### src/rtl/fp_pkg.sv
// Shared constants and bundles for the FMA rounding stage.
package fp_pkg;

  localparam int EXP_W  = 8;
  localparam int SIG_W  = 27;
  localparam int FRAC_W = 23;
  localparam logic [EXP_W-1:0] EXP_MAX = '1;

  typedef struct packed {
    logic [SIG_W-1:0] sig;
    logic [EXP_W-1:0] exp;
  } rnd_req_t;

  typedef struct packed {
    logic [FRAC_W-1:0] frac;
    logic [EXP_W-1:0]  exp;
    logic              ovf;
  } rnd_res_t;

endpackage

### src/rtl/rne_core.sv
// Round-to-nearest-even of a 24+GRS significand with exponent carry.
module rne_core
  import fp_pkg::FRAC_W;
#(
  parameter int EXP_W = 8,
  parameter int SIG_W = 27
) (
  input  logic [SIG_W-1:0]  sig,
  input  logic [EXP_W-1:0]  exp,
  output logic [FRAC_W-1:0] frac,
  output logic [EXP_W-1:0]  rexp,
  output logic              ovf
);

  logic [24:0] t;
  logic [2:0]  grs;
  logic        inc;
  logic        carry;
  logic        special;

  assign grs = sig[2:0];
  assign inc = (grs > 3'b100) ||
               ((grs == 3'b100) && sig[3]);
  assign t = {1'b0, sig[SIG_W-1:3]} + 25'(inc);
  assign carry = t[24];
  assign special = (exp == {EXP_W{1'b1}});

  always_comb begin
    frac = carry ? t[23:1] : t[22:0];
    rexp = exp + EXP_W'(carry);
    ovf  = carry &&
           (exp == {{(EXP_W-1){1'b1}}, 1'b0});
    if (ovf)
      frac = '0;
    // NaN/Inf inputs are forwarded untouched
    if (special) begin
      frac = sig[SIG_W-2:3];
      rexp = exp;
      ovf  = 1'b0;
    end
  end

endmodule

### src/rtl/round_arb.sv
// Round-robin arbiter + RNE rounding stage with registered output.
// Optional transfer counters: define RND_ARB_CNT_EN.
module round_arb #(
  parameter int EXP_W = 8,
  parameter int SIG_W = 27
) (
  input  logic             clk,
  input  logic             rst,
  input  logic             a_valid,
  output logic             a_ready,
  input  logic [SIG_W-1:0] a_sig,
  input  logic [EXP_W-1:0] a_exp,
  input  logic             b_valid,
  output logic             b_ready,
  input  logic [SIG_W-1:0] b_sig,
  input  logic [EXP_W-1:0] b_exp,
  output logic             out_valid,
  input  logic             out_ready,
  output logic [22:0]      out_frac,
  output logic [EXP_W-1:0] out_exp,
  output logic             out_ovf,
`ifdef RND_ARB_CNT_EN
  output logic [15:0]      cnt_a,
  output logic [15:0]      cnt_b,
`endif
  output logic             out_src
);

  typedef enum logic {EMPTY, FULL} ost_t;

  ost_t st, st_nx;
  logic lg;
  logic can_acc, ga, gb, xfer;
  logic [SIG_W-1:0] m_sig;
  logic [EXP_W-1:0] m_exp;
  logic [22:0]      r_frac;
  logic [EXP_W-1:0] r_exp;
  logic             r_ovf;

  assign out_valid = (st == FULL);
  assign can_acc = !out_valid || out_ready;
  assign gb = b_valid && (!a_valid || !lg);
  assign ga = a_valid && !gb;
  assign a_ready = !rst && can_acc && ga;
  assign b_ready = !rst && can_acc && gb;
  assign xfer = a_ready || b_ready;

  assign m_sig = gb ? b_sig : a_sig;
  assign m_exp = gb ? b_exp : a_exp;

  rne_core #(
    .EXP_W(EXP_W),
    .SIG_W(SIG_W)
  ) u_rne (
    .sig (m_sig),
    .exp (m_exp),
    .frac(r_frac),
    .rexp(r_exp),
    .ovf (r_ovf)
  );

  always_comb begin
    st_nx = st;
    unique case (st)
      EMPTY: if (xfer) st_nx = FULL;
      FULL:  if (out_ready && !xfer) st_nx = EMPTY;
      default: st_nx = EMPTY;
    endcase
  end

  always_ff @(posedge clk) begin
    if (rst) begin
      st       <= EMPTY;
      lg       <= 1'b1;
      out_frac <= '0;
      out_exp  <= '0;
      out_ovf  <= 1'b0;
      out_src  <= 1'b0;
    end else begin
      st <= st_nx;
      if (xfer) begin
        lg       <= b_ready;
        out_frac <= r_frac;
        out_exp  <= r_exp;
        out_ovf  <= r_ovf;
        out_src  <= b_ready;
      end
    end
  end

`ifdef RND_ARB_CNT_EN
  always_ff @(posedge clk) begin
    if (rst) begin
      cnt_a <= '0;
      cnt_b <= '0;
    end else begin
      if (a_ready && cnt_a != 16'hFFFF)
        cnt_a <= cnt_a + 16'd1;
      if (b_ready && cnt_b != 16'hFFFF)
        cnt_b <= cnt_b + 16'd1;
    end
  end
`endif

endmodule

### config.mk
export PLATFORM = sky130hd
export DESIGN_NAME = round_arb
export DESIGN_NICKNAME = d
export VERILOG_FILES = /design/src/rtl/fp_pkg.sv /design/src/rtl/rne_core.sv /design/src/rtl/round_arb.sv
export SDC_FILE = /design/constraint.sdc
export NUM_CORES = 1
export LEC_CHECK = 0
export BUFFER_PORTS_ARGS = -buffer_cell sky130_fd_sc_hd__buf_2
export CORE_ASPECT_RATIO = 1.75
export CORE_MARGIN = 2
export CORE_UTILIZATION = 50
export DETAILED_ROUTE_END_ITERATION = 10
export GPL_TIMING_DRIVEN = 0
export PLACE_DENSITY = 0.8
export SYNTH_ARGS = -nofsm -noshare
export SYNTH_HDL_FRONTEND = slang
export SYNTH_SLANG_ARGS = --single-unit
### constraint.sdc
create_clock -name clk -period 4.6 [get_ports clk]
set_input_delay 0.46 -clock clk [delete_from_list [all_inputs] [get_ports clk]]
set_output_delay 0.46 -clock clk [all_outputs]
set_load 0.03 [all_outputs]
==> results of run 1 <==
-- metrics by stage --
stage	std cells	TNS [ps]	cell area, µm²
2_1_floorplan	433	0	3080
3_3_place_gp	620	-376	3720
3_5_place_dp	620	-341	3720
4_1_cts	628	0	3820
5_1_grt	628	0	3840
6_report	628	0	3840
-- worst min-delay path, stage by stage, from the launching register on --
cell	delay, ps
dfxtp_1	310
nand2_1	50
a21oi_1	50
-- state kept, by name (all words and copies together) (netlist names) --
signal,count
out_valid,1
out_frac,23
lg,1
out_exp,8
out_ovf,1
out_src,1
-- logic make-up (layout without fill, tap and decap cells) --
| kind of cell | Yosys count | after routing |
|---|---|---|
| compound gates | 102 | 102 |
| xor+xnor | 15 | 15 |
| fa+ha+maj | 2 | 2 |
| buf+inv | 32 | 149 |
| flops | 35 | 35 |
| mux | 25 | 25 |
| simple gates | 222 | 222 |
-- layout by cell type (no fill, tap or decap), types with 11 or more instances in the layout --
master	synthesis	final
o21ai_0	17	17
nand4_1	16	16
nand2_1	58	58
a21oi_1	25	25
nor2_1	55	55
buf_2	9	118
xor2_1	11	11
nor3_1	28	28
o22ai_1	13	13
mux2i_1	23	23
nand3_1	25	25
dfxtp_1	35	35
clkbuf_1	10	11
-- cell type report --
type	count	area share [%]
sequential	35	18.3
timing repair buffer	109	14.2
clock buffer	8	2.61
buffer	25	3.62
inverter	7	1.01
multi-input combinational	366	57.7
tap	78	2.54
-- power groups by stage --
stage	sequential (W)	clock, W	combinational [W]
after floorplan	0.000402	0	0.000151
after global placement	0.000351	0	0.000325
after detailed placement	0.000352	0	0.000328
after CTS	0.000345	0.000258	0.000330
after global routing	0.000348	0.000265	0.000360
final	0.000345	0.000257	0.000336
-- timing repair --
action	CTS	global route
hold buffers	0	0
gates resized for setup	0	2
setup endpoints to repair	0	5
-- final timing paths --
kind	depth (start not counted)	slack, ps	end
worst max register to register	19	150	out_exp[6]
worst max-delay path	19	150	out_exp[6]
worst min-delay path	2	460	out_ovf
worst min register to register	2	460	out_ovf
-- metal layers --
metal | up-vias | part of all wire, %
li1 | 1842 | -
met1 | 1813 | 38
met2 | 210 | 52
met3 | 42 | 6.1
met4 | 0 | 4.4
met5 | - | 0
==> reports/metrics.cfg, run 1 <==
[status]
outcome = complete, no violations

[synthesis]
synth_edf_count = 0
yosys_warnings = 0
synth_compound_area_share_pct = 21.9
synth_fa_ha_area_share_pct = 0.812
syn_area_per_cell_um2 = 7.11
synth_area_leaders = dfxtp_1 23%, mux2i_1 7.5%, nand2_1 7.1%
synth_top_area_share_pct = 22.7
muxShareOfSynthArea_pct = 8.57
ys.flop_type = dfxtp_1
yosys-top-cells-count = 58 x nand2_1, 55 x nor2_1, 35 x dfxtp_1
syn_nets = 510
synthCells = 433
synth-seq-cells = 35
synth.largest_area_cell = dfxtp_1
async_flop_share_pct = 0
synth-simple-area-share_pct = 35.9
synth_area_um2 = 3080
synth_top_family_by_area = simple AND/OR/NAND/NOR gates
yosysMostFrequentCell = nand2_1
yosys.area_share.xor_xnor_pct = 4.26
yosysSeqAreaShare_pct = 22.7
synth_cell_types = 61

[clock_tree]
cts.sinks = 35
cts_root_buf = clkbuf_8
post_cts_buffers = 0
cts_max_level = 2
tritoncts = done
cts_buffer_depth = 2
clkSlewWorstSetupHoldPaths_ps = 70
clk_latency_ps = 300
numCtsBuffers = 5

[global_routing]
grt_max_degree = 11
grt_overflow_total = 0
grt_pass1_wl_mm = 18.3
top_usage_layer = met2
grt_antenna_before_repair = 0
grtUsageTotal_pct = 34.7
grtUsageMet3_pct = 3.56
grt_pass1_vias = 3721
met2_usage_pct = 64.1
met1_usage_pct = 38.3

[power_and_ir_drop]
ir_worst_vdd_uv = 116
p_int_w = 0.000581
powerDensity_nw_per_um2 = 245
power.total_w = 0.000939
power_switching_w = 0.000357
p_clk_share_pct = 27.4
power.leakage_nw = 1.67
power_frac_comb_pct = 35.8
seqPwrFrac_pct = 36.8
p_sw_share_pct = 38.1

[run]
drv_cap = 0

[timing]
period_needed_ps = 4450
tightest_slew_ps = 679
finalHoldViolCount = 0
timing.slew.headroom_pct = 54.7
final_max_slew_viol_count = 0
rsz0062_at_grt = no
setup_viol = 0
fin_crit_sh_pct = 96.7
holdWs_ps = 456
max_freq_mhz = 225
layout_setup_ws_ps = 152
fin_skew_ps = 4.29

[routing]
vias_per_cell = 6.22
routed_wl_mm = 11.9
ant_nets = 0
first_iter_violations = 232
wl_per_cell_um = 18.9
drc = 0
first_pass_iters = 5
dr_total_vias = 3907

[placement]
dp_hpwl_mm = 9.21
gp_congestion = 0.981
dp_slack_ps = -238
port-buffer-count = 109

[setup_path]
worst-endpoint-arrival_ps = 4610
path_class = flip-flop to flip-flop
worst-path-max-fanout = 10
critPathCaptureType = flip-flop
path_buf_inv = 5
required_ps = 4770
reg2reg_from = lg
cp-start-kind = flip-flop
critical-path-slowest-cell = buf_2
cp_top_family = buffers and inverters
startpoint = lg
crit_path_max_incr_delay_ps = 370
cp_cell_sequence = a21boi_4, buf_2, buf_2, buf_2, nand2_1, nand2_1, ha_1, nand2_1, nor4b_2, o22ai_1, or2_1, buf_6, clkinv_8, ha_1, nand2b_1, a21oi_1, nand3_1, xnor2_1, o21ai_0

[min_path]
min_path_type = flip-flop to flip-flop
min_from = out_ovf

[floorplanning]
die_h_um = 108
io_pins = 111
dieArea_um2 = 6830
start_util_pct = 52.0
die_width_um = 63.3
coreArea_um2 = 5930
rows = 37

[finish]
multiInputGateArea_um2 = 2220
final.fill_count = 603
n_antenna_cell = 0
area_delta_synth_final_pct = 24.6
final_nets = 626
utilization_pct = 64.8
layout-drive-gt1-share_pct = 26.9
ff_latch_area_um2 = 701

No activity file was read; power rests on OpenSTA's default activity.
==> inputs of run 2 (changes only) <==
- ABC_AREA: unset -> 1
==> reports/metrics.cfg, run 2 <==
[clock_tree]
clkSlewWorstSetupHoldPaths_ps = 70  ; about the same
tritoncts = done
hold_buffers = 0  ; unchanged
cts_root_buf = clkbuf_8
cts_max_level = 2  ; unchanged
clk_latency_ps = 290  ; about the same
postCtsResizedCells = 0  ; unchanged
cts_buffer_depth = 2  ; unchanged
post_cts_buffers = 0  ; unchanged
numCtsBuffers = 5  ; unchanged
cts.sinks = 35  ; unchanged

[min_path]
holdPathEnd = out_valid
min_from = rst
min_path_type = input pin to flip-flop
min_delay_path_depth = 2  ; unchanged

[power_and_ir_drop]
power.total_w = 0.000992  ; +5.7%
ir_worst_vdd_uv = 138  ; +19%
power.leakage_nw = 2.18  ; +31%
powerDensity_nw_per_um2 = 251  ; +2.8%

[synthesis]
synth_cell_types = 32  ; -48%
synth_edf_count = 0  ; unchanged
synthCells = 538  ; +24%
yosysSeqAreaShare_pct = 21.9  ; -0.80 points
async_flop_share_pct = 0  ; unchanged
synth_area_leaders = dfxtp_1 22%, nand2_1 15%, inv_1 8.6%
synth_area_um2 = 3190  ; +3.7%
yosysMostFrequentCell = nand2_1
synth_top_area_share_pct = 21.9  ; -0.80 points
yosys_warnings = 0  ; unchanged
synth-seq-cells = 35  ; unchanged
synth.largest_area_cell = dfxtp_1
syn_area_per_cell_um2 = 5.94  ; -17%
yosys-top-cells-count = 131 x nand2_1, 73 x inv_1, 51 x nand3_1
ys.flop_type = dfxtp_1
syn_nets = 615  ; +21%

[placement]
port-buffer-count = 110  ; +0.92%
gp_congestion = 0.939  ; -4.2%
dp_hpwl_mm = 8.56  ; -7.1%
dp_slack_ps = 518  ; +755 ps

[finish]
largest_reg_flops = 23  ; unchanged
reg_top3 = out_frac (23), out_exp (8)
final_nets = 732  ; +17%
n_antenna_cell = 0  ; unchanged
top_register = out_frac
layout_common_cells = 131 x nand2_1, 117 x buf_2, 73 x inv_1
area_delta_synth_final_pct = 23.6
final_common_cell = nand2_1
utilization_pct = 63.8  ; -0.91 points
final.fill_count = 644  ; +6.8%
layout-drive-gt1-share_pct = 27.6  ; +0.72 points

[floorplanning]
die_h_um = 110  ; +1.7%
dieArea_um2 = 7070  ; +3.5%
coreArea_um2 = 6180  ; +4.3%
rows = 38  ; +2.7%
io_pins = 111  ; unchanged
start_util_pct = 51.7  ; -0.32 points
die_width_um = 64.4  ; +1.7%

[setup_path]
cp_common_cell = nand2_1
startpoint = lg
worst-endpoint-arrival_ps = 4130  ; -480 ps
reg2reg_from = lg
critPathCaptureType = flip-flop
path_class = flip-flop to flip-flop
worst-path-max-fanout = 10  ; unchanged
crit_path_max_incr_delay_ps = 380  ; about the same
r2r_slack_ps = 690  ; +540 ps
path_buf_inv = 3  ; -2
cp-start-kind = flip-flop
cp_top_family = simple AND/OR/NAND/NOR gates
cp_cell_sequence = nand2_2, nand2_2, buf_6, inv_1, nand2_1, nand2_1, nand2_1, inv_1, ha_1, nand3_1, nor2_2, nand2_2, nor2_2, nand2_1, nor2_2, ha_1, nand2_1, nor3_1, nand3_1, or2_0, a21oi_1
required_ps = 4820  ; +50 ps
critical-path-slowest-cell = nor3_1
regToRegEndpoint = out_exp[6]
reg2reg_depth = 21  ; +2

[timing]
fin_crit_sh_pct = 85.0  ; -12 points
final_max_slew_viol_count = 0  ; unchanged
period_needed_ps = 3910  ; -540 ps
layout_setup_ws_ps = 692  ; +540 ps
fin_skew_ps = 4.86  ; +0.575 ps
tightest_slew_ps = 482  ; -197 ps
setup_viol = 0  ; unchanged
rsz0062_at_grt = no
finalHoldViolCount = 0  ; unchanged
timing.slew.headroom_pct = 67.6  ; +13 points
setup_tns_ps = 0  ; unchanged
max_freq_mhz = 256  ; +14%

[run]
drv_cap = 0  ; unchanged

[routing]
first_pass_iters = 7  ; +2
drc = 0  ; unchanged
first_iter_violations = 259  ; +12%
vias_per_cell = 5.31  ; -15%
ant_nets = 0  ; unchanged
routed_wl_mm = 10.4  ; -13%
wl_per_cell_um = 14.1  ; -25%
dr_total_vias = 3901  ; -0.15%

[global_routing]
grt_max_degree = 11  ; unchanged
grt_overflow_total = 0  ; unchanged
grtUsageTotal_pct = 30.1  ; -4.6 points
grt_pass1_vias = 3647  ; -2.0%
grt_pass1_wl_mm = 16.4  ; -10%
grt_antenna_before_repair = 0  ; unchanged

[status]
outcome = complete, no violations

## run 2: worst max-delay path by stage
stage / endpoint / cells past startpoint / slack [ps]
6_report: out_exp[6] / 21 / 690
5_1_grt: out_exp[6] / 21 / 370
4_1_cts: out_exp[6] / 21 / 750
3_5_place_dp: out_exp[6] / 22 / 520
3_3_place_gp: out_exp[6] / 22 / 590
2_1_floorplan: out_exp[6] / 21 / 1520
## run 2: per-layer routing
metal  GRT usage (%)  wire, µm  vias up  share of wire, %
met5               0         0        -                 0
met1            30.0      3760     1733                36
met3            2.87       554       36               5.3
met4            21.1       692        0               6.7
li1                -         -     1972                 -
met2            57.2      5370      160                52
## run 2: final cells by class
cell class	instances	area, µm²	area share (%)
inverters	85	319	8.08
clock inverters	1	30.0	0.761
plain buffers	20	133	3.36
clock buffers	6	72.6	1.84
well taps	80	100	2.54
repair buffers	110	551	14.0
multi-input cells	398	2040	51.7
flip-flops and latches	35	701	17.8
## run 2: report_power, final
part	switching, W	internal [W]
registers	0.0000145	0.000332
clock network	0.000112	0.000159
logic	0.000253	0.000122
total	0.000379	0.000613
## run 2: logic make-up (layout without fill, tap and decap cells)
group | Yosys count | after routing | share of synthesized area, %
adder cells (fa/ha/maj) | 2 | 2 | 0.784
flip-flops | 35 | 35 | 21.9
AND/OR/NAND/NOR | 286 | 286 | 43.7
buffers and inverters | 105 | 222 | 14.1
AO/OA/AOI/OAI | 103 | 103 | 17.5
XOR/XNOR | 7 | 7 | 1.92
## run 2: through the flow
step           hold slack [ps]  cell area (µm²)  cells
4_1_cts                    345             3950    735
3_3_place_gp               452             3840    728
3_5_place_dp               458             3840    728
2_1_floorplan              463             3190    538
5_1_grt                    354             3950    735
6_report                   349             3950    735
==> inputs of run 3 (changes only) <==
- clock period: 4.6 -> 4.1 ns (I/O delays scaled with it)
==> reports/metrics.cfg, run 3 (synthesized netlist as in run 2, its figures left out) <==
[setup_path]
r2r_slack_ps = 310  ; -380 ps
startpoint = lg
critPathCaptureType = flip-flop
endpoint = out_exp[6]
worst-endpoint-arrival_ps = 4000  ; -130 ps
reg2reg_from = lg
worst-path-max-fanout = 10  ; unchanged
path_class = flip-flop to flip-flop
regToRegEndpoint = out_exp[6]
reg2reg_depth = 21  ; unchanged
required_ps = 4320  ; -500 ps
cp-start-kind = flip-flop

[routing]
first_pass_iters = 8  ; +1
wl_per_cell_um = 14.2  ; +0.34%
drc = 0  ; unchanged
first_iter_violations = 235  ; -9.3%
routed_wl_mm = 10.4  ; +0.34%
dr_total_vias = 3930  ; +0.74%
vias_per_cell = 5.35  ; +0.74%
ant_nets = 0  ; unchanged

[clock_tree]
clkSlewWorstSetupHoldPaths_ps = 70  ; about the same
hold_buffers = 0  ; unchanged
clk_latency_ps = 290  ; about the same
post_cts_buffers = 0  ; unchanged
cts_buffer_depth = 2  ; unchanged
cts_root_buf = clkbuf_8
numCtsBuffers = 5  ; unchanged
postCtsResizedCells = 0  ; unchanged
cts.sinks = 35  ; unchanged
cts_max_level = 2  ; unchanged
tritoncts = done

[finish]
top_register = out_frac
reg_top3 = out_frac (23), out_exp (8)
layout_common_cells = 131 x nand2_1, 117 x buf_2, 73 x inv_1
final_common_cell = nand2_1
layout-drive-gt1-share_pct = 27.8  ; +0.15 points
final_nets = 732  ; unchanged
largest_reg_flops = 23  ; unchanged
area_delta_synth_final_pct = 23.7
n_antenna_cell = 0  ; unchanged

[placement]
dp_hpwl_mm = 8.56  ; unchanged
gp_congestion = 0.939  ; unchanged
port-buffer-count = 110  ; unchanged
dp_slack_ps = 67.6  ; -450 ps

[timing]
fin_crit_sh_pct = 92.4  ; +7.4 points
layout_setup_ws_ps = 313  ; -378 ps
finalHoldViolCount = 0  ; unchanged
period_needed_ps = 3790  ; -122 ps
setup_viol = 0  ; unchanged
timing.slew.headroom_pct = 65.3  ; -2.3 points
setup_tns_ps = 0  ; unchanged
fin_skew_ps = 4.16  ; -0.701 ps
tightest_slew_ps = 517  ; +34.8 ps
max_freq_mhz = 264  ; +3.2%
final_max_slew_viol_count = 0  ; unchanged

[global_routing]
grt_max_degree = 11  ; unchanged
grtUsageTotal_pct = 30.1  ; unchanged
grt_pass1_vias = 3647  ; unchanged
grt_antenna_before_repair = 0  ; unchanged
grt_pass1_wl_mm = 16.4  ; unchanged
grt_overflow_total = 0  ; unchanged

[min_path]
min_path_type = input pin to flip-flop

[floorplanning]
die_h_um = 110  ; unchanged
die_width_um = 64.4  ; unchanged
dieArea_um2 = 7070  ; unchanged
rows = 38  ; unchanged
coreArea_um2 = 6180  ; unchanged
start_util_pct = 51.7  ; unchanged
io_pins = 111  ; unchanged

[power_and_ir_drop]
ir_worst_vdd_uv = 156  ; +12%
powerDensity_nw_per_um2 = 281  ; +12%
power.leakage_nw = 2.18  ; about the same

[status]
outcome = complete, no violations

[run]
drv_cap = 0  ; unchanged

-- run 3: worst min-delay path by stage --
stage | startpoint | endpoint | cells past startpoint
6_report | rst | out_valid | 2
5_1_grt | rst | out_valid | 2
4_1_cts | rst | out_valid | 2
3_5_place_dp | out_src | out_src | 2
3_3_place_gp | out_ovf | out_ovf | 2
2_1_floorplan | lg | lg | 2
-- run 3: where the power goes --
group          internal, W  switching (W)  leakage (nW)
Combinational     0.000137       0.000285          1.84
Clock             0.000178       0.000122        0.0513
Sequential        0.000373      0.0000162         0.289
Total             0.000688       0.000422          2.18
-- run 3: final cells by class --
type / count / area, µm²
clock buffer: 6 / 72.6
timing repair buffer: 110 / 551
buffer: 20 / 133
multi-input combinational: 398 / 2050
inverter: 85 / 319
sequential: 35 / 701
tap: 80 / 100
fill: 643 / 2230
clock inverter: 1 / 30.0
-- run 3: metrics by stage --
step	total power (W)	area, µm²	util, %	std cells	hold slack [ps]
final	0.00111	3950	63.9	735	306
after detailed placement	0.000814	3840	62.2	728	458
after global routing	0.00117	3950	63.9	735	304
after CTS	0.00111	3950	63.8	735	295
after floorplan	0.000684	3190	-	538	463
after global placement	0.000807	3840	62.2	728	452
-- run 3: worst max-delay path: stages, from the launching register on --
cell     delay [ps]
dfxtp_1         330
nand2_2         140
nand2_2          90
buf_6           160
inv_1           240
nand2_1          90
nand2_1         100
nand2_1         160
inv_1           110
ha_1            220
nand3_1         190
nor2_2          160
nand2_2         120
nor2_2          150
nand2_1         100
nor2_2          260
ha_1            200
nand2_1          80
nor3_2          270
nand3_1         140
or2_0           240
a21oi_1         150
-- run 3: layer usage --
layer  routed length, µm  up-vias  track usage [%]
li1                    -     1969                -
met3                 564       39             2.87
met2                5400      187             57.2
met1                3760     1735             30.0
met4                 692        0             21.1
met5                   0        -                0
